`src/rtl/cam_pkg.sv`:
```
// Shared types, sizes and the pixel-packing helper for the OV7670 capture path.
package cam_pkg;

  localparam int unsigned IMG_W  = 176;
  localparam int unsigned IMG_H  = 144;
  localparam int unsigned ADDR_W = 15;
  localparam int unsigned X_W    = 8;   // holds 0..IMG_W
  localparam int unsigned Y_W    = 8;   // holds 0..IMG_H

  typedef enum logic [2:0] {
    ST_IDLE       = 3'd0,
    ST_WAIT_VS    = 3'd1,
    ST_WAIT_START = 3'd2,
    ST_LINE       = 3'd3,
    ST_LO         = 3'd4,
    ST_FROZEN     = 3'd5
  } cap_state_e;

  // RGB332 from the top bits of each RGB565 channel: R[4:2], G[5:3], B[4:3].
  function automatic logic [7:0] rgb565_to_rgb332(input logic [2:0] r_msb,
                                                  input logic [2:0] g_msb,
                                                  input logic [1:0] b_msb);
    return {r_msb, g_msb, b_msb};
  endfunction

endpackage

```
`src/rtl/cam_line_counter.sv`:
```
// Pixel/line position tracking, HREF fall detection, bounds check and write address.
module cam_line_counter
  import cam_pkg::*;
(
  input  logic              clk,
  input  logic              rst_n,
  input  logic              clear,       // start of a new frame
  input  logic              active,      // FSM is inside a frame (LINE/LO)
  input  logic              in_lo,       // FSM is waiting for a lo byte
  input  logic              href,
  input  logic              pix_done,    // lo byte accepted this cycle
  output logic              href_fall_c,
  output logic              in_bounds_c,
  output logic [ADDR_W-1:0] addr_c,
  output logic [Y_W-1:0]    y_nxt_c,
  output logic              err_nxt_c
);

  localparam logic [ADDR_W-1:0] IMG_W_A = ADDR_W'(IMG_W);

  logic           href_q;
  logic [X_W-1:0] x_q, x_d;
  logic [Y_W-1:0] y_q, y_d;
  logic           err_q, err_d;

  assign href_fall_c = href_q && !href;
  assign in_bounds_c = (x_q < X_W'(IMG_W)) && (y_q < Y_W'(IMG_H));
  // Only used when in bounds, so the product never exceeds IMG_W*IMG_H-1.
  assign addr_c      = (ADDR_W'(y_q) * IMG_W_A) + ADDR_W'(x_q);
  assign y_nxt_c     = y_d;
  assign err_nxt_c   = err_d;

  // Next position / sticky error; line end has priority over pixel accept.
  always_comb begin
    x_d   = x_q;
    y_d   = y_q;
    err_d = err_q;
    if (clear) begin
      x_d   = '0;
      y_d   = '0;
      err_d = 1'b0;
    end else if (active) begin
      if (href_fall_c) begin
        x_d = '0;
        y_d = (y_q == Y_W'(IMG_H)) ? y_q : y_q + Y_W'(1);
        if (in_lo) err_d = 1'b1;
      end else if (pix_done) begin
        if (in_bounds_c) x_d = x_q + X_W'(1);
        else             err_d = 1'b1;
      end
    end
  end

  // Position, error and HREF history registers.
  always_ff @(posedge clk or negedge rst_n) begin
    if (!rst_n) begin
      href_q <= 1'b0;
      x_q    <= '0;
      y_q    <= '0;
      err_q  <= 1'b0;
    end else begin
      href_q <= href;
      x_q    <= x_d;
      y_q    <= y_d;
      err_q  <= err_d;
    end
  end

endmodule

```
`src/rtl/camera_capture_ctrl.sv`:
```
// OV7670 capture sequencer: frame sync FSM, byte pairing and frame-buffer write port.
module camera_capture_ctrl
  import cam_pkg::*;
(
  input  logic              CLK,
  input  logic              RESET_N,
  input  logic              VSYNC,
  input  logic              HREF,
  input  logic [7:0]        PIX_IN,
  input  logic              CONTINUOUS,
  input  logic              CAP_REQ,
  output logic [ADDR_W-1:0] W_ADDR,
  output logic [7:0]        W_DATA,
  output logic              W_EN,
  output logic              FRAME_DONE,
  output logic              FRAME_OK,
  output logic              FROZEN
);

  cap_state_e        state_q, state_d;
  logic [5:0]        hi_q, hi_d;        // {R[4:2], G[5:3]} of the pending pixel
  logic              w_en_q, w_en_d;
  logic [ADDR_W-1:0] w_addr_q, w_addr_d;
  logic [7:0]        w_data_q, w_data_d;
  logic              frame_done_q, frame_done_d;
  logic              frame_ok_q, frame_ok_d;
  logic              frozen_q, frozen_d;

  logic              cnt_clear, cnt_active, cnt_in_lo, pix_done;
  logic              href_fall_c, in_bounds_c, err_nxt_c;
  logic [ADDR_W-1:0] addr_c;
  logic [Y_W-1:0]    y_nxt_c;

  assign cnt_clear  = (state_q == ST_WAIT_START);
  assign cnt_in_lo  = (state_q == ST_LO);
  assign cnt_active = (state_q == ST_LINE) || cnt_in_lo;
  assign pix_done   = cnt_in_lo && HREF && !VSYNC;

  cam_line_counter u_line_counter (
    .clk         (CLK),
    .rst_n       (RESET_N),
    .clear       (cnt_clear),
    .active      (cnt_active),
    .in_lo       (cnt_in_lo),
    .href        (HREF),
    .pix_done    (pix_done),
    .href_fall_c (href_fall_c),
    .in_bounds_c (in_bounds_c),
    .addr_c      (addr_c),
    .y_nxt_c     (y_nxt_c),
    .err_nxt_c   (err_nxt_c)
  );

  // Next-state and registered-output logic.
  always_comb begin
    state_d      = state_q;
    hi_d         = hi_q;
    w_en_d       = 1'b0;
    w_addr_d     = w_addr_q;
    w_data_d     = w_data_q;
    frame_done_d = 1'b0;
    frame_ok_d   = frame_ok_q;
    frozen_d     = frozen_q;
    case (state_q)
      ST_IDLE: begin
        if (CONTINUOUS || CAP_REQ) state_d = ST_WAIT_VS;
      end
      ST_WAIT_VS: begin
        // Only start after a full VSYNC pulse so a frame is never joined midway.
        if (VSYNC) state_d = ST_WAIT_START;
      end
      ST_WAIT_START: begin
        if (!VSYNC) state_d = ST_LINE;
      end
      ST_LINE, ST_LO: begin
        if (VSYNC) begin
          // y_nxt_c/err_nxt_c already include a coincident HREF fall.
          frame_done_d = 1'b1;
          frame_ok_d   = (y_nxt_c == Y_W'(IMG_H)) && !err_nxt_c;
          if (CONTINUOUS) begin
            state_d = ST_WAIT_START;
          end else begin
            state_d  = ST_FROZEN;
            frozen_d = 1'b1;
          end
        end else if (state_q == ST_LINE) begin
          if (HREF) begin
            hi_d    = {PIX_IN[7:5], PIX_IN[2:0]};
            state_d = ST_LO;
          end
        end else if (href_fall_c) begin
          // Odd byte count: drop the orphan hi byte, counter flags the error.
          state_d = ST_LINE;
        end else if (HREF) begin
          state_d = ST_LINE;
          if (in_bounds_c) begin
            w_en_d   = 1'b1;
            w_addr_d = addr_c;
            w_data_d = rgb565_to_rgb332(hi_q[5:3], hi_q[2:0], PIX_IN[4:3]);
          end
        end
      end
      ST_FROZEN: begin
        if (CAP_REQ || CONTINUOUS) begin
          frozen_d = 1'b0;
          state_d  = ST_WAIT_VS;
        end
      end
      default: state_d = ST_IDLE;
    endcase
  end

  // State and output registers; reset clears the write strobe immediately.
  always_ff @(posedge CLK or negedge RESET_N) begin
    if (!RESET_N) begin
      state_q      <= ST_IDLE;
      hi_q         <= '0;
      w_en_q       <= 1'b0;
      w_addr_q     <= '0;
      w_data_q     <= '0;
      frame_done_q <= 1'b0;
      frame_ok_q   <= 1'b0;
      frozen_q     <= 1'b0;
    end else begin
      state_q      <= state_d;
      hi_q         <= hi_d;
      w_en_q       <= w_en_d;
      w_addr_q     <= w_addr_d;
      w_data_q     <= w_data_d;
      frame_done_q <= frame_done_d;
      frame_ok_q   <= frame_ok_d;
      frozen_q     <= frozen_d;
    end
  end

  assign W_EN       = w_en_q;
  assign W_ADDR     = w_addr_q;
  assign W_DATA     = w_data_q;
  assign FRAME_DONE = frame_done_q;
  assign FRAME_OK   = frame_ok_q;
  assign FROZEN     = frozen_q;

endmodule

```
`config.mk`:
```
export PLATFORM = sky130hd
export DESIGN_NAME = camera_capture_ctrl
export DESIGN_NICKNAME = d
export VERILOG_FILES = /design/src/rtl/cam_pkg.sv /design/src/rtl/cam_line_counter.sv /design/src/rtl/camera_capture_ctrl.sv
export SDC_FILE = /design/constraint.sdc
export NUM_CORES = 1
export LEC_CHECK = 0
export ABC_AREA = 1
export BUFFER_PORTS_ARGS = -buffer_cell sky130_fd_sc_hd__buf_2
export CORE_UTILIZATION = 45
export CTS_BUF_LIST = sky130_fd_sc_hd__clkbuf_4 sky130_fd_sc_hd__clkbuf_8
export CTS_CLUSTER_DIAMETER = 40
export DETAILED_ROUTE_END_ITERATION = 6
export GPL_ROUTABILITY_DRIVEN = 0
export SYNTH_ARGS = -nofsm -noshare
export SYNTH_HDL_FRONTEND = slang
export SYNTH_SLANG_ARGS = --single-unit
export TNS_END_PERCENT = 50
```
`constraint.sdc`:
```
create_clock -name CLK -period 7.1 [get_ports CLK]
set_clock_uncertainty 0.2 [all_clocks]
set_input_delay 0.71 -clock CLK [delete_from_list [all_inputs] [get_ports CLK]]
set_output_delay 0.71 -clock CLK [all_outputs]
set_load 0.05 [all_outputs]
```
Word-level counts from Yosys, hierarchy flattened
Index checks and enable logic that the tools add are counted.

cells by class
  add/sub/neg operators = 3
  multiply operators = 1
  $lt $le $gt $ge = 2
  equality and inequality tests = 15
  multiplexer cells = 37
  bitwise gates (word level) = 3
  reductions and logical operators = 23

operator list
  kind                  number
  $mux 8                9
  $mux 3                9
  $mux 1                17
  $add 8x1->8 const B   2
  $eq 8x8->1 const B    2
  $lt 8x8->1 const B    2
  $add 15x8->15         1
  $pmux 3 s4            1
  $mul 8x4->11 const B  1
  $ne 2x2->1 const B    5
  $ne 4x4->1 const B    2
  $reduce_and 4->1      2
  $eq 3x2->1 const B    2
  $eq 3x3->1 const B    2
  $reduce_and 6->1      1
  $reduce_bool 3->1     2
  $logic_and 1x1->1     5
  $reduce_and 5->1      1
  $reduce_bool 2->1     2
  $reduce_or 2->1       2
  $eq 3x1->1 const B    1
  $logic_not 1->1       3
  $logic_not 3->1       1
  $not 1->1             3
  5 further kinds       6

storage, ports and cells
  flip-flop bits (word level) = 54
  input bits = 14
  output and inout bits = 27

Longest topological paths before layout
  depth in word-level cells = 9
  depth in mapped cells = 18

Cells and area by module
Synthesis repeated with hierarchy kept, for this count alone.

second synthesis, totals
  cells, all modules = 484
  area total of the unflattened synthesis = 3,643.5 um^2

modules (own cells, without submodules)
  module               instances  cells each  area an instance (um^2)  sequential area each (um^2)
  cam_line_counter     1          287         2,050.7                  450.4
  camera_capture_ctrl  1          197         1,592.8                  900.9

Least setup slack after synthesis
No wires, ideal clock.

  path type = register to register
  start point = register u_line_counter.y_q[0]
  end point = register w_addr_q[14] (netlist: W_ADDR[14])
  setup time = 118 ps
  arrival time = 2,526 ps
  data required time = 6,782 ps
  setup slack = 4,256 ps
  stages on the path, launching flop included = 14
  period minus slack after synthesis = 2,844 ps
  path through = dfrtp_1 -> ha_1 -> ha_1 -> fa_1 -> ha_1 -> nand3_1 -> nand3_1 -> nand2_1 -> nor2_2 -> nand2_2 -> nor2_4 -> nand4_1 -> nand3_1 -> nand2_1

between the ends
  word-level cells in the longest chain between the ends = 3
  elaborated cells on any way between the ends = 5
  classes of those cells = add/sub: 1; mul: 1; order compare: 1; reduce/logical: 2

RTL lines
  item                                                   RTL line                    RTL
  from (decl)                                            cam_line_counter.sv:23      logic [Y_W-1:0] y_q, y_d;
  from (signal assigned)                                 cam_line_counter.sv:64      y_q <= y_d;
  branches (longest 3 deep; another with $add 15x8->15)  --
  to (signal assigned)                                   camera_capture_ctrl.sv:128  w_addr_q <= w_addr_d;
  to (decl)                                              camera_capture_ctrl.sv:23   logic [ADDR_W-1:0] w_addr_q, w_addr_d;

Parallel ways; which one is timed is not known.
A chain may end at the register's enable or synchronous reset.

Worst setup path after layout
  start point = register u_line_counter.y_q[4]
  end point = register w_addr_q[13] (netlist: W_ADDR[13])

The elaborated chain is that of the path after synthesis.

==> run_results.csv <==
group,metric,value,unit
global_routing,antenna_found_initial,0,
synthesis,synth_area_per_cell,7.95,µm²
synthesis,yosys-mux-area-fraction,0,
sta,worst_pin_slew,682,ps
sta,fin_tns_setup,0,ps
synthesis,yosys_most_used_dff,"dfrtp_1",
clock_tree,cts_tree,"yes",
floorplanning,start_util,0.474,
floorplanning,core,7410,µm²
clock_tree,numCtsBuffers,5,
final_layout,drive_above_1_share,0.167,
synthesis,synth_xor_area_frac,0.0125,
critical_path,start_kind,"flip-flop",
status,status,"finished, final reports clean",
clock_tree,post_cts_buffers,0,
synthesis,async_flop_share,1.00,
synthesis,syn_inst,442,
sta,fin_crit_sh,0.427,
synthesis,synth-seq-area-share,0.384,
critical_path,end_kind,"flip-flop",
power_and_ir_drop,sw_frac_of_total,0.503,
sta,finalCriticalPeriod,3030,ps
clock_tree,path_clk_slew,110,ps
route,drtPass1Iterations,4,
critical_path,worstPathArrival,3050,ps
synthesis,yosysWarningCount,0,
synthesis,synth_seq_cells,54,
route,drt_wl_total,6960,µm
sta,setup_viol,0,
sta,hold_violations,0,
clock_tree,cts_resized,0,
power_and_ir_drop,clkPwrFrac,0.141,
clock_tree,root_buffer,"clkbuf_8",
critical_path,cp.required,7110,ps
floorplanning,rows,31,
critical_path,crit_fanout,10,
synthesis,ys_types,42,
synthesis,netlist.area_leader.share,0.384,
route,wl_per_cell,11.9,µm
final_layout,areaGrowthSynthToFinish,11.2,%
synthesis,synth_edf_count,0,
route,final_antenna_net_count,0,
synthesis,synth_simple_gate_area_frac,0.297,
clock_tree,cts.path.max_buffers,2,
floorplanning,chipHeight,90.4,µm
global_routing,overflow,0,
route,drc_errors,0,
synthesis,syn_area,3510,µm²
synthesis,syn_nets,487,
synthesis,yosysTopAreaCell,"dfrtp_1",
job,cap_viol_max_count,0,
power_and_ir_drop,ir_drop,192,µV
sta,rsz0062_at_grt,"no",
global_routing,grt_max_degree,55,
floorplanning,io_pins,41,
power_and_ir_drop,leakage,0.00219,µW
power_and_ir_drop,internal-power,664,µW
route,num_vias,2863,
critical_path,crit_type,"reg -> reg",
sta,slew_violations,0,
clock_tree,ctsHoldBuffers,0,
global_routing,grt_pass1_vias,2740,
sta,timing.fmax,330,MHz
floorplanning,dieArea,8170,µm²
power_and_ir_drop,power_density,342,nW/µm²
clock_tree,clock_latency,310,ps
floorplanning,fp.dieW,90.4,µm
final_layout,layout.nets,529,
synthesis,synthTopCellsByArea,"dfrtp_1 (38%), nand2_1 (13%), ha_1 (8.9%)",
power_and_ir_drop,power_switching,671,µW
route,avgViaCountPerCell,4.90,
synthesis,synth_top_family_by_area,"simple AND/OR/NAND/NOR gates",
sta,slew-limit-headroom,0.545,
final_layout,stdcell_area,3910,µm²
power_and_ir_drop,seqPwrFrac,0.338,
global_routing,grt_pass1_wl,12500,µm
clock_tree,cts_sinks,54,
global_routing,grt_util_all_layers,0.185,
synthesis,synthAdderAreaFrac,0.123,
synthesis,synth_compound_area_frac,0.0990,
clock_tree,htreeDepth,2,
critical_path,rrSetupSlack,4070,ps
power_and_ir_drop,pwr-share-comb,0.521,
placed_design,dpl_cell_area,3810,µm²
hold_path,hold_class,"reg -> reg",
placed_design,dp_hpwl,5290,µm
route,drtIter0Drc,109,
final_layout,antenna_cells,0,
placed_design,port_buffers,40,
critical path, cell delays in order, from the launching register on:
cell and delay [ps]:
dfrtp_1 510, ha_1 330, inv_1 50, fa_1 490, inv_1 40, ha_1 350, nand2_1 100, nand2_1 60
inv_1 70, nand2_1 60, nand2_1 60, nand2_1 80, nor3_2 270, nand4_1 120, nand3_1 100, nand2_1 50
cell usage in the layout (no fill, tap or decap), types with 7 or more instances in the layout:
cell type,netlist,layout
ha_1,25,25
o21ai_1,15,15
a21oi_1,16,16
nand3_1,27,27
nand2_1,122,122
buf_2,2,40
o21ai_0,13,13
inv_2,7,7
nor2_1,36,36
nand4_1,7,7
inv_1,60,60
dfrtp_1,54,54
kinds of logic after synthesis:
| logic type | Yosys count |
|---|---|
| simple gates | 218 |
| fa+ha+maj | 31 |
| flops | 54 |
| xor+xnor | 5 |
| buf+inv | 74 |
| compound gates | 60 |
final timing paths:
path,endpoint,from,cells past startpoint
worst max-delay path,W_ADDR[13],u_line_counter.y_q[4],15
worst min-delay path,W_DATA[1],W_DATA[1],2
worst max register to register,W_ADDR[13],u_line_counter.y_q[4],15
worst min register to register,W_DATA[1],W_DATA[1],2
max in group asynchronous,u_line_counter.y_q[1],RESET_N,2
min in group asynchronous,W_DATA[1],RESET_N,2
through the flow:
stage               instances  setup WS, ps  total power [µW]  hold slack, ps   util
CTS                       584          4050              1350             292  0.527
detailed placement        576          4070              1160             263  0.514
global route              584          3800              1450             309  0.527
finish                    584          4070              1340             284  0.527
floorplan                 442          4260              1010             214      -
global placement          576          4140              1140             258  0.514
state kept, by name, indices dropped and copies added (netlist names):
register / count
W_ADDR: 15
W_DATA: 8
u_line_counter.x_q: 8
u_line_counter.y_q: 8
hi_q: 6
state_q: 3
FRAME_DONE: 1
FRAME_OK: 1
FROZEN: 1
W_EN: 1
u_line_counter.err_q: 1
u_line_counter.href_q: 1
cells in the mapped netlist (6+ instances only):
cell type,instances
nand2_1,122
fa_1,6
nand3_1,27
ha_1,25
nor2_1,36
o21ai_1,15
a21oi_1,16
nand4_1,7
dfrtp_1,54
inv_1,60
inv_2,7
o21ai_0,13
layer usage:
| metal | share of wire | up-vias | global-route usage |
|---|---|---|---|
| li1 | - | 1511 | - |
| met1 | 0.52 | 1298 | 0.259 |
| met2 | 0.45 | 47 | 0.305 |
| met3 | 0.025 | 7 | 0.0269 |
| met4 | 0.0089 | 0 | 0.0417 |
| met5 | 0 | - | 0 |
final cells by class:
cell class / count / area (µm²)
clock buffer: 5 / 68.8
tap: 99 / 124
inverter: 68 / 258
timing repair buffer: 41 / 208
fill: 729 / 3500
sequential: 54 / 1350
multi-input combinational: 314 / 1870
clock inverter: 3 / 28.8
power groups by stage:
| stage | logic (µW) | registers [µW] | clock network [µW] |
|---|---|---|---|
| 6_report | 696 | 451 | 188 |
| 5_1_grt | 781 | 465 | 205 |
| 4_1_cts | 702 | 452 | 194 |
| 3_5_place_dp | 698 | 459 | 0 |
| 3_3_place_gp | 688 | 456 | 0 |
| 2_1_floorplan | 401 | 607 | 0 |
(Power assumes the default switching activity.)
